$ cat config.mk
export PLATFORM = sky130hd
export DESIGN_NAME = instr_fetch
export DESIGN_NICKNAME = d
export VERILOG_FILES = /design/src/rtl/fetch_pkg.sv /design/src/rtl/if_id_reg.sv /design/src/rtl/instr_fetch.sv
export SDC_FILE = /design/constraint.sdc
export NUM_CORES = 1
export LEC_CHECK = 0
export BUFFER_PORTS_ARGS = -buffer_cell sky130_fd_sc_hd__buf_2
export CAP_MARGIN = 25
export CORE_MARGIN = 2
export CORE_UTILIZATION = 49
export DETAILED_ROUTE_END_ITERATION = 7
export PLACE_DENSITY = 0.79
export SYNTH_ARGS = -nofsm -noshare
export SYNTH_HDL_FRONTEND = slang
export SYNTH_SLANG_ARGS = --single-unit
export TNS_END_PERCENT = 30
$ cat constraint.sdc
create_clock -name clk -period 1.8 [get_ports clk]
set_input_delay 0 -clock clk [delete_from_list [all_inputs] [get_ports clk]]
set_output_delay 0 -clock clk [all_outputs]
set_load 0.05 [all_outputs]
$ cat src/rtl/fetch_pkg.sv
// Shared fetch-stage types and constants: FSM states, bubble encoding, HLT opcode field.
package fetch_pkg;

  typedef enum logic [1:0] {IDLE, FETCH, HALT} fetch_state_t;

  localparam logic [15:0]  NOP_INSTR   = 16'h0000;
  localparam logic [3:0]   HALT_OPCODE = 4'hF;
  localparam int unsigned  OPCODE_MSB  = 15;
  localparam int unsigned  OPCODE_LSB  = 12;

  // True when the 16-bit word carries the HLT opcode
  function automatic logic is_hlt(input logic [15:0] instr);
    return instr[OPCODE_MSB:OPCODE_LSB] == HALT_OPCODE;
  endfunction

endpackage

$ cat src/rtl/if_id_reg.sv
// IF/ID pipeline register: squash beats hold, hold beats load, otherwise a bubble is inserted.
module if_id_reg #(
  parameter int unsigned          ADDR_W    = 16,
  parameter int unsigned          INSTR_W   = 16,
  parameter logic [INSTR_W-1:0]   NOP_INSTR = '0
) (
  input  logic               clk,
  input  logic               rst_n,
  input  logic               squash,
  input  logic               hold,
  input  logic               load,
  input  logic [INSTR_W-1:0] instr_i,
  input  logic [ADDR_W-1:0]  pc_plus1_i,
  output logic [INSTR_W-1:0] instr_o,
  output logic [ADDR_W-1:0]  pc_plus1_o,
  output logic               valid_o
);

  logic [INSTR_W-1:0] instr_q, instr_d;
  logic [ADDR_W-1:0]  pc_plus1_q, pc_plus1_d;
  logic               valid_q, valid_d;

  always_comb begin
    instr_d    = NOP_INSTR;
    pc_plus1_d = '0;
    valid_d    = 1'b0;
    if (squash) begin
      instr_d    = NOP_INSTR;
      pc_plus1_d = '0;
      valid_d    = 1'b0;
    end else if (hold) begin
      instr_d    = instr_q;
      pc_plus1_d = pc_plus1_q;
      valid_d    = valid_q;
    end else if (load) begin
      instr_d    = instr_i;
      pc_plus1_d = pc_plus1_i;
      valid_d    = 1'b1;
    end
  end

  always_ff @(posedge clk or negedge rst_n) begin
    if (!rst_n) begin
      instr_q    <= NOP_INSTR;
      pc_plus1_q <= '0;
      valid_q    <= 1'b0;
    end else begin
      instr_q    <= instr_d;
      pc_plus1_q <= pc_plus1_d;
      valid_q    <= valid_d;
    end
  end

  assign instr_o    = instr_q;
  assign pc_plus1_o = pc_plus1_q;
  assign valid_o    = valid_q;

endmodule

$ cat src/rtl/instr_fetch.sv
// Fetch stage: PC, IDLE/FETCH/HALT control and IF/ID register.
// HALT_DETECT_EN enables stopping on the HLT opcode; without it HLT is an ordinary word.
module instr_fetch
  import fetch_pkg::*;
#(
  parameter int unsigned        ADDR_W    = 16,
  parameter int unsigned        INSTR_W   = 16,
  parameter logic [ADDR_W-1:0]  RESET_PC  = '0,
  parameter logic [INSTR_W-1:0] NOP_INSTR = INSTR_W'(fetch_pkg::NOP_INSTR)
) (
  input  logic               clk,
  input  logic               rst_n,
  input  logic               stall,
  input  logic               flush,
  input  logic               redirect,
  input  logic [ADDR_W-1:0]  redirect_pc,
  input  logic [INSTR_W-1:0] im_instr,
  output logic [ADDR_W-1:0]  im_addr,
  output logic               im_rd_en,
  output logic [INSTR_W-1:0] if_instr,
  output logic [ADDR_W-1:0]  if_pc_plus1,
  output logic               if_valid,
  output logic               halted
);

  fetch_state_t      state_q, state_d;
  logic [ADDR_W-1:0] pc_q, pc_d;
  logic [ADDR_W-1:0] pc_inc;
  logic              fetching;
  logic              halt_entry;

  assign fetching = (state_q == FETCH);
  assign pc_inc   = pc_q + ADDR_W'(1);

`ifdef HALT_DETECT_EN
  // A stalled or redirected HLT is not yet committed to fetch, so it cannot halt
  assign halt_entry = fetching & is_hlt(16'(im_instr)) & ~stall & ~redirect;
`else
  assign halt_entry = 1'b0;
`endif

  always_comb begin
    state_d = state_q;
    unique case (state_q)
      IDLE:    state_d = FETCH;
      FETCH:   if (halt_entry) state_d = HALT;
      HALT:    if (redirect)   state_d = FETCH;
      default: state_d = IDLE;
    endcase
  end

  // Redirect wins over stall; HALT entry and HALT freeze the PC on the HLT address
  always_comb begin
    pc_d = pc_q;
    if (redirect) begin
      pc_d = redirect_pc;
    end else if (!stall && fetching && !halt_entry) begin
      pc_d = pc_inc;
    end
  end

  always_ff @(posedge clk or negedge rst_n) begin
    if (!rst_n) begin
      state_q <= IDLE;
      pc_q    <= RESET_PC;
    end else begin
      state_q <= state_d;
      pc_q    <= pc_d;
    end
  end

`ifdef HALT_DETECT_EN
  logic halted_q, halted_d;

  assign halted_d = (state_d == HALT);

  always_ff @(posedge clk or negedge rst_n) begin
    if (!rst_n) begin
      halted_q <= 1'b0;
    end else begin
      halted_q <= halted_d;
    end
  end

  assign halted = halted_q;
`else
  assign halted = 1'b0;
`endif

  assign im_addr  = pc_q;
  assign im_rd_en = fetching & ~stall;

  if_id_reg #(
    .ADDR_W    (ADDR_W),
    .INSTR_W   (INSTR_W),
    .NOP_INSTR (NOP_INSTR)
  ) u_if_id (
    .clk        (clk),
    .rst_n      (rst_n),
    .squash     (flush | redirect),
    .hold       (stall),
    .load       (fetching),
    .instr_i    (im_instr),
    .pc_plus1_i (pc_inc),
    .instr_o    (if_instr),
    .pc_plus1_o (if_pc_plus1),
    .valid_o    (if_valid)
  );

endmodule

# Word level (Yosys, flattened, before mapping)
# Cells that the tools add are included.
dict set report classes {
  add_sub_neg 1
  eq_ne 4
  n_mux 13
  n_bitwise 4
  n_reduce_logical 5
}
# cell count
set op_table {}
lappend op_table {{$mux W16} 8}
lappend op_table {{$add A16 B1 Y16 const B} 1}
lappend op_table {{$pmux W2 S3} 1}
lappend op_table {{$mux W1} 3}
lappend op_table {{$eq A2 B1 Y1 const B} 1}
lappend op_table {{$eq A2 B2 Y1 const B} 1}
lappend op_table {{$logic_not A2 Y1} 1}
lappend op_table {{$mux W2} 1}
lappend op_table {{$ne A2 B1 Y1 const B} 1}
lappend op_table {{$ne A2 B2 Y1 const B} 1}
lappend op_table {{$not A1 Y1} 2}
lappend op_table {{$reduce_and A2 Y1} 1}
lappend op_table {{$reduce_bool A2 Y1} 1}
lappend op_table {{$and A1 B1 Y1} 1}
lappend op_table {{$logic_and A1 B1 Y1} 1}
lappend op_table {{$logic_not A1 Y1} 1}
lappend op_table {{$or A1 B1 Y1} 1}
dict set report totals {
  reg_bits 51
  inputBits 37
  out_inout_bits 51
  elab_cells 32
}

# Longest topological paths before layout
# Gate-level depths: netlist (run 1).
dict set report depth {
  ltp_word 4
  ltp_mapped 6
  ltp_nobuf 5
}

# Cells and area by module
# A second synthesis (run 1) with hierarchy kept.
dict set report unflattened {
  hier_cells 222
  hier_area_um2 2478.6
}
# mod n_inst cells_per_inst area_per_inst_um2 seq_area_each_um2
set modules_own_cells {}
lappend modules_own_cells {if_id_reg 1 81 1277.5 825.8}
lappend modules_own_cells {instr_fetch 1 141 1201.2 425.4}

# Least setup slack after synthesis (run 1)
# Ideal clock, no wire load.
dict set report synth_path {
  path_type {register -> register}
  from {reg pc_q[0], in the netlist im_addr[0]}
  to {reg pc_q[10], in the netlist im_addr[10]}
  setup_time_ns 0.133
  t_arrival_ns 1.837
  t_required_ns 1.667
  slack_ns -0.170
  stages_incl_launch_ff 6
  n_path_buf 0
  period_less_slack_ns 1.970
  path_cell_list {dfrtp_1 > ha_1 > nand4_1 > nor4_1 > xnor2_1 > o21ai_0}
}
dict set report synth_between {
  elab_chain_len 3
}
# item line_no
set synth_lines {}
lappend synth_lines {{from (decl)} instr_fetch.sv:27} ;# logic [ADDR_W-1:0] pc_q, pc_d;
lappend synth_lines {{from (signal assigned)} instr_fetch.sv:68} ;# pc_q <= pc_d;
lappend synth_lines {{$add A16 B1 Y16} instr_fetch.sv:33} ;# assign pc_inc = pc_q + ADDR_W'(1);
lappend synth_lines {{$mux W16} instr_fetch.sv:57} ;# end else if (!stall && fetching && !halt_entry) begin
lappend synth_lines {{$mux W16} instr_fetch.sv:55} ;# if (redirect) begin
# Every way passes these cells. The select of a mux whose other input is x is not followed.
# A chain may end at the register's enable or synchronous reset.

# Worst setup path in the final report (run 1)
dict set report layout_path {
  from {reg pc_q[0], in the netlist im_addr[0]}
  to {reg pc_q[14], in the netlist im_addr[14]}
}
# The elaborated chain is that of the path after synthesis.

==> flow_summary.yaml, run 1 <==
status:
  status: "completed"
logic_synthesis:
  syn_inst: 232
  ys_seq_area_share_pct: 52.7
  ys_ff_latch: 50
  ys_warn_count: 0
  ys_types: 34
  syn_nets: 270
  synth_area_um2: 2370
  avgSynthCellArea_um2: 10.2
power_and_ir_drop:
  power.leakage_nw: 1.62
  swShare_pct: 30.9
  power_mw: 2.60
  clock_power_share_pct: 30.3
  seq_power_share_pct: 47.9
  p_comb_share_pct: 21.8
  ir_drop_mv: 0.368
  p_per_area_nw_per_um2: 776
  p_int_mw: 1.79
  power.switching_mw: 0.803
critical_path:
  cp_slowest_cell: "dfrtp_2"
  crit_family: "simple AND/OR/NAND/NOR gates"
  path_buf_inv: 1
  path_cells: "ha_1, nand4_1, buf_4, nor4_1, xnor2_1, o21ai_1"
  crit_arrival_ns: 1.87
  max_stage_delay_ns: 0.43
  endpoint_kind: "register"
  cp-start-kind: "register"
  worstPathRequired_ns: 1.98
  path_class: "reg2reg"
  crit_fanout: 7
sta:
  finalHoldViolCount: 0
  setup_ws_ns: 0.109
  period_needed_ns: 1.69
  worst_clock_skew_ns: 0.00978
  setup_violations: 0
  tightest_slew_ns: 0.608
  drv_slew: 0
  min_period_over_period_pct: 93.9
  grt_setup_unrepaired: "yes"
  fmax_mhz: 591
  holdWs_ns: 0.179
  max_slew_margin_pct: 59.5
min_path:
  min_path_type: "in2reg"
global_routing:
  antenna_found_initial: 0
  grt.total_usage_pct: 22.2
  grt_max_degree: 51
  first_global_vias: 2033
  grt_pass1_wl_mm: 9.26
  overflow: 0
drt:
  detail_route.first_pass.iterations: 4
  route.detailed.drc: 0
  num_vias: 2160
  drt-total-wl_mm: 5.88
  wl_per_cell_um: 14.4
  ant_nets: 0
  drt_first_iter_violations: 130
  viasPerCell: 5.27
clock_network:
  clockBufferDepth: 2
  cts-root-buf: "clkbuf_8"
  cts.sinks: 50
  cts_tree: "yes"
  numCtsBuffers: 5
  clkSlewWorstSetupHoldPaths_ns: 0.10
  clock_latency_ns: 0.30
  cts_max_level: 2
layout:
  nNetsFinal: 393
  utilization_pct: 71.3
  final_common_cell: "buf_2"
  drive_above_1_share_pct: 32.6
  fillers: 344
  fin_cells: 410
  final_cell_mix: "86 x buf_2, 48 x dfrtp_1, 37 x nand2_1"
  syn_to_final_growth_pct: 40.9
  antenna_cells: 0
floorplanning:
  core_area_um2: 4690
  start_util_pct: 50.6
  die_y_um: 73.6
  die_area_um2: 5420
  rows: 25
  die_w_um: 73.6
  io_pins: 88
place:
  pre_cts_slack_ns: 0.105
  place_congestion: 0.963
  place_hpwl_mm: 3.94
  port_buffers: 86
  dp_cells: 368
job:
  cap_violations: 0
## flip-flops by register name, indices dropped and copies added (netlist names)
signal,cells
im_addr,16
state_q,1
u_if_id.instr_o,16
u_if_id.pc_plus1_o,16
u_if_id.valid_o,1
## cell families (layout without fill, tap and decap cells)
family	count (synthesis)	count (layout)	share of synthesized area (%)
adders and majority gates	1	1	0.527
AOI/OAI and AO/OA	49	49	13.2
muxes	2	2	0.843
DFF	50	50	52.7
xor gates and xnor gates	27	27	9.96
and+or+nand+nor	81	81	18.1
other	2	2	0.316
buffers and inverters	20	144	4.37
## repair_timing
| item | in CTS | in global routing |
|---|---|---|
| setup endpoints to repair | 0 | 6 |
| hold endpoints to repair | 82 | 0 |
| gates resized for setup | 0 | 2 |
| setup buffers | 0 | 1 |
| hold buffers | 33 | 0 |
## layout make-up
class                      instances  area [um2]  share of cell area [%]
clock inverter                     3        43.8                    1.31
clock buffer                       5        68.8                    2.06
timing repair buffer             132         858                    25.7
inverter                           4        15.0                   0.449
sequential                        50        1250                    37.5
tap                               54        67.6                    2.02
multi-input combinational        162        1040                    31.0
## power by group through the flow
stage,registers (mW),clock network [mW],logic (mW)
2_1_floorplan,1.43,0,0.173
3_3_place_gp,1.26,0,0.498
3_5_place_dp,1.26,0,0.504
4_1_cts,1.24,0.812,0.561
5_1_grt,1.25,0.851,0.605
6_report,1.24,0.787,0.565
## stage by stage
step                      cell area, um2  setup TNS [ns]
after global placement              2880               0
after detailed placement            2880               0
after CTS                           3330               0
after global routing                3350         -0.0694
final                               3350               0
after floorplan                     2380        -0.00987
## worst register-to-register path: stages, from the launching register on
cell and delay, ns:
dfrtp_2 0.43, ha_1 0.19, nand4_1 0.17, buf_4 0.21, nor4_1 0.33, xnor2_1 0.17, o21ai_1 0.07
## cells in the mapped netlist, drive strengths merged
cell	instances	area, um2
a22o	17	149
a22oi	1	7.51
a31oi	1	6.26
and2	2	12.5
and4	3	26.3
buf	10	66.3
clkbuf	6	22.5
conb	2	7.51
dfrtp	50	1250
ha	1	12.5
inv	4	15.0
mux2i	2	20.0
nand2	37	139
nand2b	1	6.26
nand3	7	40.0
nand3b	2	15.0
nand4	6	37.5
nor2	5	18.8
nor3	4	20.0
nor3b	1	12.5
nor4	7	50.1
nor4b	2	23.8
o21ai	30	150
or2	1	6.26
or3	2	12.5
or4b	1	10.0
xnor2	18	158
xor2	9	78.8
## final timing paths
kind                                             from                      to  slack, ns  cells after the start
worst min-delay path                         redirect              im_addr[7]       0.18                      3
worst max-delay path                       im_addr[0]             im_addr[14]       0.11                      6
worst min register to register  u_if_id.pc_plus1_o[6]   u_if_id.pc_plus1_o[6]       0.48                      2
worst max register to register             im_addr[0]             im_addr[14]       0.11                      6
max in group asynchronous                       rst_n              im_addr[0]       1.04                      3
min in group asynchronous                       rst_n  u_if_id.pc_plus1_o[13]       0.33                      3
## layer usage
layer  GRT usage, %  vias up  wire, um  share of wire (%)
met5              0        -         0                  0
met4           7.07        0       119                2.0
met3           5.49       12       381                6.5
met2           37.0       92      2730                 46
met1           28.4     1000      2650                 45
li1               -     1056         -                  -
Note: power is estimated with default switching activity, not from simulation.
==> run 2, diff against run 1 <==
- RECOVER_POWER: default -> 50
==> flow_summary.yaml, run 2 (synthesis gave the netlist of run 1 again) <==
floorplanning:
  die_y_um: 73.6
  rows: 25
  die_w_um: 73.6
  core_area_um2: 4690
  io_pins: 88
  start_util_pct: 50.6
  die_area_um2: 5420
drt:
  drt-total-wl_mm: 5.93
  ant_nets: 0
  viasPerCell: 5.28
  drt_first_iter_violations: 153
  num_vias: 2166
  wl_per_cell_um: 14.5
  route.detailed.drc: 0
  detail_route.first_pass.iterations: 4
sta:
  worst_clock_skew_ns: 0.00920
  fmax_mhz: 592
  finalHoldViolCount: 0
  finalSetupTns_ns: 0
  setup_violations: 0
  drv_slew: 0
  max_slew_margin_pct: 19.8
  min_period_over_period_pct: 93.9
  period_needed_ns: 1.69
  tightest_slew_ns: 1.20
  setup_ws_ns: 0.110
  grt_setup_unrepaired: "yes"
critical_path:
  r2r-end: "im_addr[14]"
  worstPathRequired_ns: 1.98
  endpoint_kind: "register"
  critPathLaunch: "im_addr[0]"
  path_class: "reg2reg"
  r2r_start: "im_addr[0]"
  crit_path_end: "im_addr[14]"
  cp_slowest_cell: "dfrtp_2"
  path_cells: "ha_1, nand4_1, buf_4, nor4_1, xnor2_1, o21ai_1"
  cp-start-kind: "register"
  reg2regPathDepth: 6
  ff2ff_setup_slack_ns: 0.11
  crit_fanout: 7
  max_stage_delay_ns: 0.43
  crit_arrival_ns: 1.87
clock_network:
  cts_max_level: 2
  cts_tree: "yes"
  clock_latency_ns: 0.30
  cts.sinks: 50
  numCtsBuffers: 5
  clockBufferDepth: 2
  cts-root-buf: "clkbuf_8"
  clkSlewWorstSetupHoldPaths_ns: 0.09
power_and_ir_drop:
  p_comb_share_pct: 21.6
  seq_power_share_pct: 48.1
  p_int_mw: 1.79
  swShare_pct: 30.9
  power.switching_mw: 0.802
  power.leakage_nw: 1.52
  p_per_area_nw_per_um2: 782
  ir_drop_mv: 0.367
  clock_power_share_pct: 30.3
place:
  dp_cells: 368
  place_congestion: 0.963
  place_hpwl_mm: 3.94
  port_buffers: 86
  pre_cts_slack_ns: 0.105
global_routing:
  overflow: 0
  grt.total_usage_pct: 22.2
  first_global_vias: 2033
  antenna_found_initial: 0
  grt_max_degree: 51
  grt_pass1_wl_mm: 9.26
layout:
  register_area_um2: 1250
  final_common_cell: "buf_2"
  nNetsFinal: 393
  multiInputGateArea_um2: 1040
  drive_above_1_share_pct: 26.1
  fillers: 361
  antenna_cells: 0
  fin_cells: 410
  final_cell_mix: "63 x buf_2, 48 x dfrtp_1, 37 x nand2_1"
  syn_to_final_growth_pct: 39.6
min_path:
  min_path_type: "in2reg"
status:
  status: "completed"
job:
  cap_violations: 0
==> run 2: changes by cell type in the layout (fill, tap and decap cells not counted), sizes merged <==
cell / change
buf: -24
clkbuf: +24
==> run 2: metrics by stage <==
step	area (um2)	utilization (%)	hold slack, ns	power (mW)
6_report	3310	70.6	0.179	2.59
5_1_grt	3310	70.6	0.209	2.71
4_1_cts	3330	70.9	0.172	2.62
3_5_place_dp	2880	61.4	0.142	1.77
3_3_place_gp	2880	61.4	0.133	1.76
2_1_floorplan	2380	-	-0.296	1.60
==> run 2: final cells by class <==
type                    instances  area share, %
repair buffers                132           25.0
clock inverters                 3           1.32
well taps                      54           2.04
inverters                       4          0.453
flip-flops and latches         50           37.8
multi-input cells             162           31.3
clock buffers                   5           2.08
==> run 2: what timing repair did <==
action / 4_1_cts / 5_1_grt
endpoints found under the setup margin: 0 / 6
resized for setup: 0 / 2
endpoints found under the hold margin: 82 / 0
buffers inserted: 0 / 1
hold buffers: 33 / 0
==> run 2: critical path: cells and delay by family (launching register included) <==
| kind | cells | cell delay, ns |
|---|---|---|
| simple gates | 2 | 0.49 |
| flops | 1 | 0.43 |
| buf+inv | 1 | 0.21 |
| fa+ha+maj | 1 | 0.19 |
| xor+xnor | 1 | 0.17 |
| compound gates | 1 | 0.07 |
==> run 2: worst min-delay path by stage <==
stage | startpoint | slack [ns] | cells after the start | endpoint
4_1_cts | redirect | 0.17 | 3 | im_addr[14]
2_1_floorplan | rst_n | -0.30 | 0 | im_addr[0]
3_5_place_dp | rst_n | 0.14 | 2 | u_if_id.instr_o[11]
6_report | redirect | 0.18 | 3 | im_addr[14]
5_1_grt | redirect | 0.21 | 3 | im_addr[7]
3_3_place_gp | rst_n | 0.13 | 2 | u_if_id.instr_o[11]
==> run 2: layer usage <==
| metal | vias up | part of all wire [%] | track usage [%] |
|---|---|---|---|
| met5 | - | 0 | 0 |
| met4 | 0 | 1.8 | 7.07 |
| met3 | 12 | 7.2 | 5.49 |
| met2 | 99 | 46 | 37.0 |
| met1 | 996 | 45 | 28.4 |
| li1 | 1059 | - | - |
==> run 2: power by group through the flow <==
| stage | logic (mW) | clock network, mW | registers, mW |
|---|---|---|---|
| detailed placement | 0.504 | 0 | 1.26 |
| global placement | 0.498 | 0 | 1.26 |
| finish | 0.561 | 0.785 | 1.25 |
| global route | 0.601 | 0.851 | 1.25 |
| floorplan | 0.173 | 0 | 1.43 |
| CTS | 0.561 | 0.812 | 1.24 |
==> run 3, diff against run 2 <==
- PLACE_DENSITY: 0.79 -> default
- PLACE_DENSITY_LB_ADDON: default -> 0.2
==> flow_summary.yaml, run 3 (synthesis gave the netlist of run 1 again) <==
power_and_ir_drop:
  seq_power_share_pct: 47.9
  p_comb_share_pct: 22.1
  clock_power_share_pct: 30.0
  p_int_mw: 1.79
  swShare_pct: 30.8
  power.switching_mw: 0.800
  ir_drop_mv: 0.445
  power.leakage_nw: 1.52
  p_per_area_nw_per_um2: 779
clock_network:
  cts_tree: "yes"
  clkSlewWorstSetupHoldPaths_ns: 0.09
  clock_latency_ns: 0.30
  cts.sinks: 50
  cts-root-buf: "clkbuf_8"
  clockBufferDepth: 2
  numCtsBuffers: 5
  cts_max_level: 2
sta:
  max_slew_margin_pct: 38.9
  min_period_over_period_pct: 92.5
  drv_slew: 0
  grt_setup_unrepaired: "yes"
  period_needed_ns: 1.66
  fmax_mhz: 601
  setup_violations: 0
  finalHoldViolCount: 0
  worst_clock_skew_ns: 0.00574
  tightest_slew_ns: 0.916
layout:
  fillers: 366
  syn_to_final_growth_pct: 40.2
  nNetsFinal: 394
  utilization_pct: 71.0
  final_cell_mix: "62 x buf_2, 48 x dfrtp_1, 37 x nand2_1"
  final_common_cell: "buf_2"
  register_area_um2: 1250
  drive_above_1_share_pct: 25.8
  antenna_cells: 0
  final_area_um2: 3330
  multiInputGateArea_um2: 1050
floorplanning:
  io_pins: 88
  die_w_um: 73.6
  die_y_um: 73.6
  start_util_pct: 50.6
  rows: 25
  die_area_um2: 5420
  core_area_um2: 4690
critical_path:
  worstPathRequired_ns: 1.98
  cp-start-kind: "register"
  cp_slowest_cell: "dfrtp_1"
  crit_arrival_ns: 1.85
  crit_fanout: 9
  critPathLaunch: "im_addr[2]"
  ff2ff_setup_slack_ns: 0.14
  max_stage_delay_ns: 0.52
  reg2regPathDepth: 4
  path_class: "reg2reg"
  path_cells: "nand4_1, nor4_1, xnor2_1, o21ai_0"
  endpoint_kind: "register"
  r2r-end: "u_if_id.pc_plus1_o[13]"
  r2r_start: "im_addr[2]"
global_routing:
  grt_max_degree: 35
  grt_pass1_wl_mm: 9.26
  overflow: 0
  grt.total_usage_pct: 22.1
  antenna_found_initial: 0
  first_global_vias: 2026
place:
  place_congestion: 0.811
  place_hpwl_mm: 3.98
  placedInstanceArea_um2: 2910
  port_buffers: 86
min_path:
  worstHoldStart: "redirect"
  hold_end: "im_addr[11]"
  min_path_type: "in2reg"
  holdPathStages: 3
status:
  status: "completed"
drt:
  ant_nets: 0
  wl_per_cell_um: 14.5
  detail_route.first_pass.iterations: 4
  route.detailed.drc: 0
  viasPerCell: 5.21
  num_vias: 2142
  drt-total-wl_mm: 5.96
  drt_first_iter_violations: 74
job:
  cap_violations: 0
run 3: cell count changes in the layout (fill, tap and decap cells not counted), sizes merged:
cell / delta
clkinvlp: +1
inv: -1
clkbuf: +2
clkinv: -1
run 3: how the worst max path moves through the flow:
| stage | end | slack (ns) | cells past startpoint |
|---|---|---|---|
| final | u_if_id.pc_plus1_o[13] | 0.14 | 4 |
| after global routing | im_addr[11] | -0.05 | 4 |
| after CTS | im_addr[12] | 0.09 | 5 |
| after detailed placement | im_addr[12] | 0.11 | 5 |
| after global placement | im_addr[10] | 0.16 | 5 |
| after floorplan | im_addr[11] | -0.006 | 5 |
run 3: power by group through the flow:
stage               clock, mW  sequential, mW  combinational, mW
finish                  0.778            1.24              0.574
floorplan                   0            1.43              0.173
global placement            0            1.26              0.515
global route            0.835            1.25              0.617
CTS                     0.788            1.24              0.578
detailed placement          0            1.26              0.523
run 3: worst max-delay path, delay by kind of cell (launching register included):
kind | cells | cell delay [ns]
and+or+nand+nor | 2 | 0.78
AOI/OAI and AO/OA | 1 | 0.09
xor gates and xnor gates | 1 | 0.17
DFF | 1 | 0.52
run 3: what timing repair did:
| action | in CTS | in global routing |
|---|---|---|
| setup buffers | 0 | 1 |
| endpoints found under the setup margin | 0 | 7 |
| hold buffers | 33 | 0 |
| endpoints found under the hold margin | 82 | 0 |
| resized for setup | 0 | 2 |
run 3: final cells by class:
class                      instances  area share (%)
clock buffer                       6            2.18
clock inverter                     2            1.13
inverter                           4           0.451
multi-input combinational        162            31.5
sequential                        50            37.7
tap                               54            2.03
timing repair buffer             133            25.1
run 3: metrics by stage:
step	setup slack, ns	power [mW]	cells	hold slack (ns)	TNS [ns]
detailed placement	0.108	1.78	369	-0.0428	0
global route	-0.0462	2.70	411	0.259	-0.0899
CTS	0.0852	2.61	410	0.184	0
global placement	0.162	1.77	369	-0.0436	0
floorplan	-0.00551	1.60	232	-0.296	-0.00987
finish	0.136	2.59	411	0.213	0
run 3: layer usage:
metal / track usage [%] / wire length, um / vias to the layer above
met4: 7.68 / 78 / 0
met2: 37.1 / 2760 / 84
met3: 3.57 / 296 / 10
met5: 0 / 0 / -
li1: - / - / 1054
met1: 29.1 / 2830 / 994
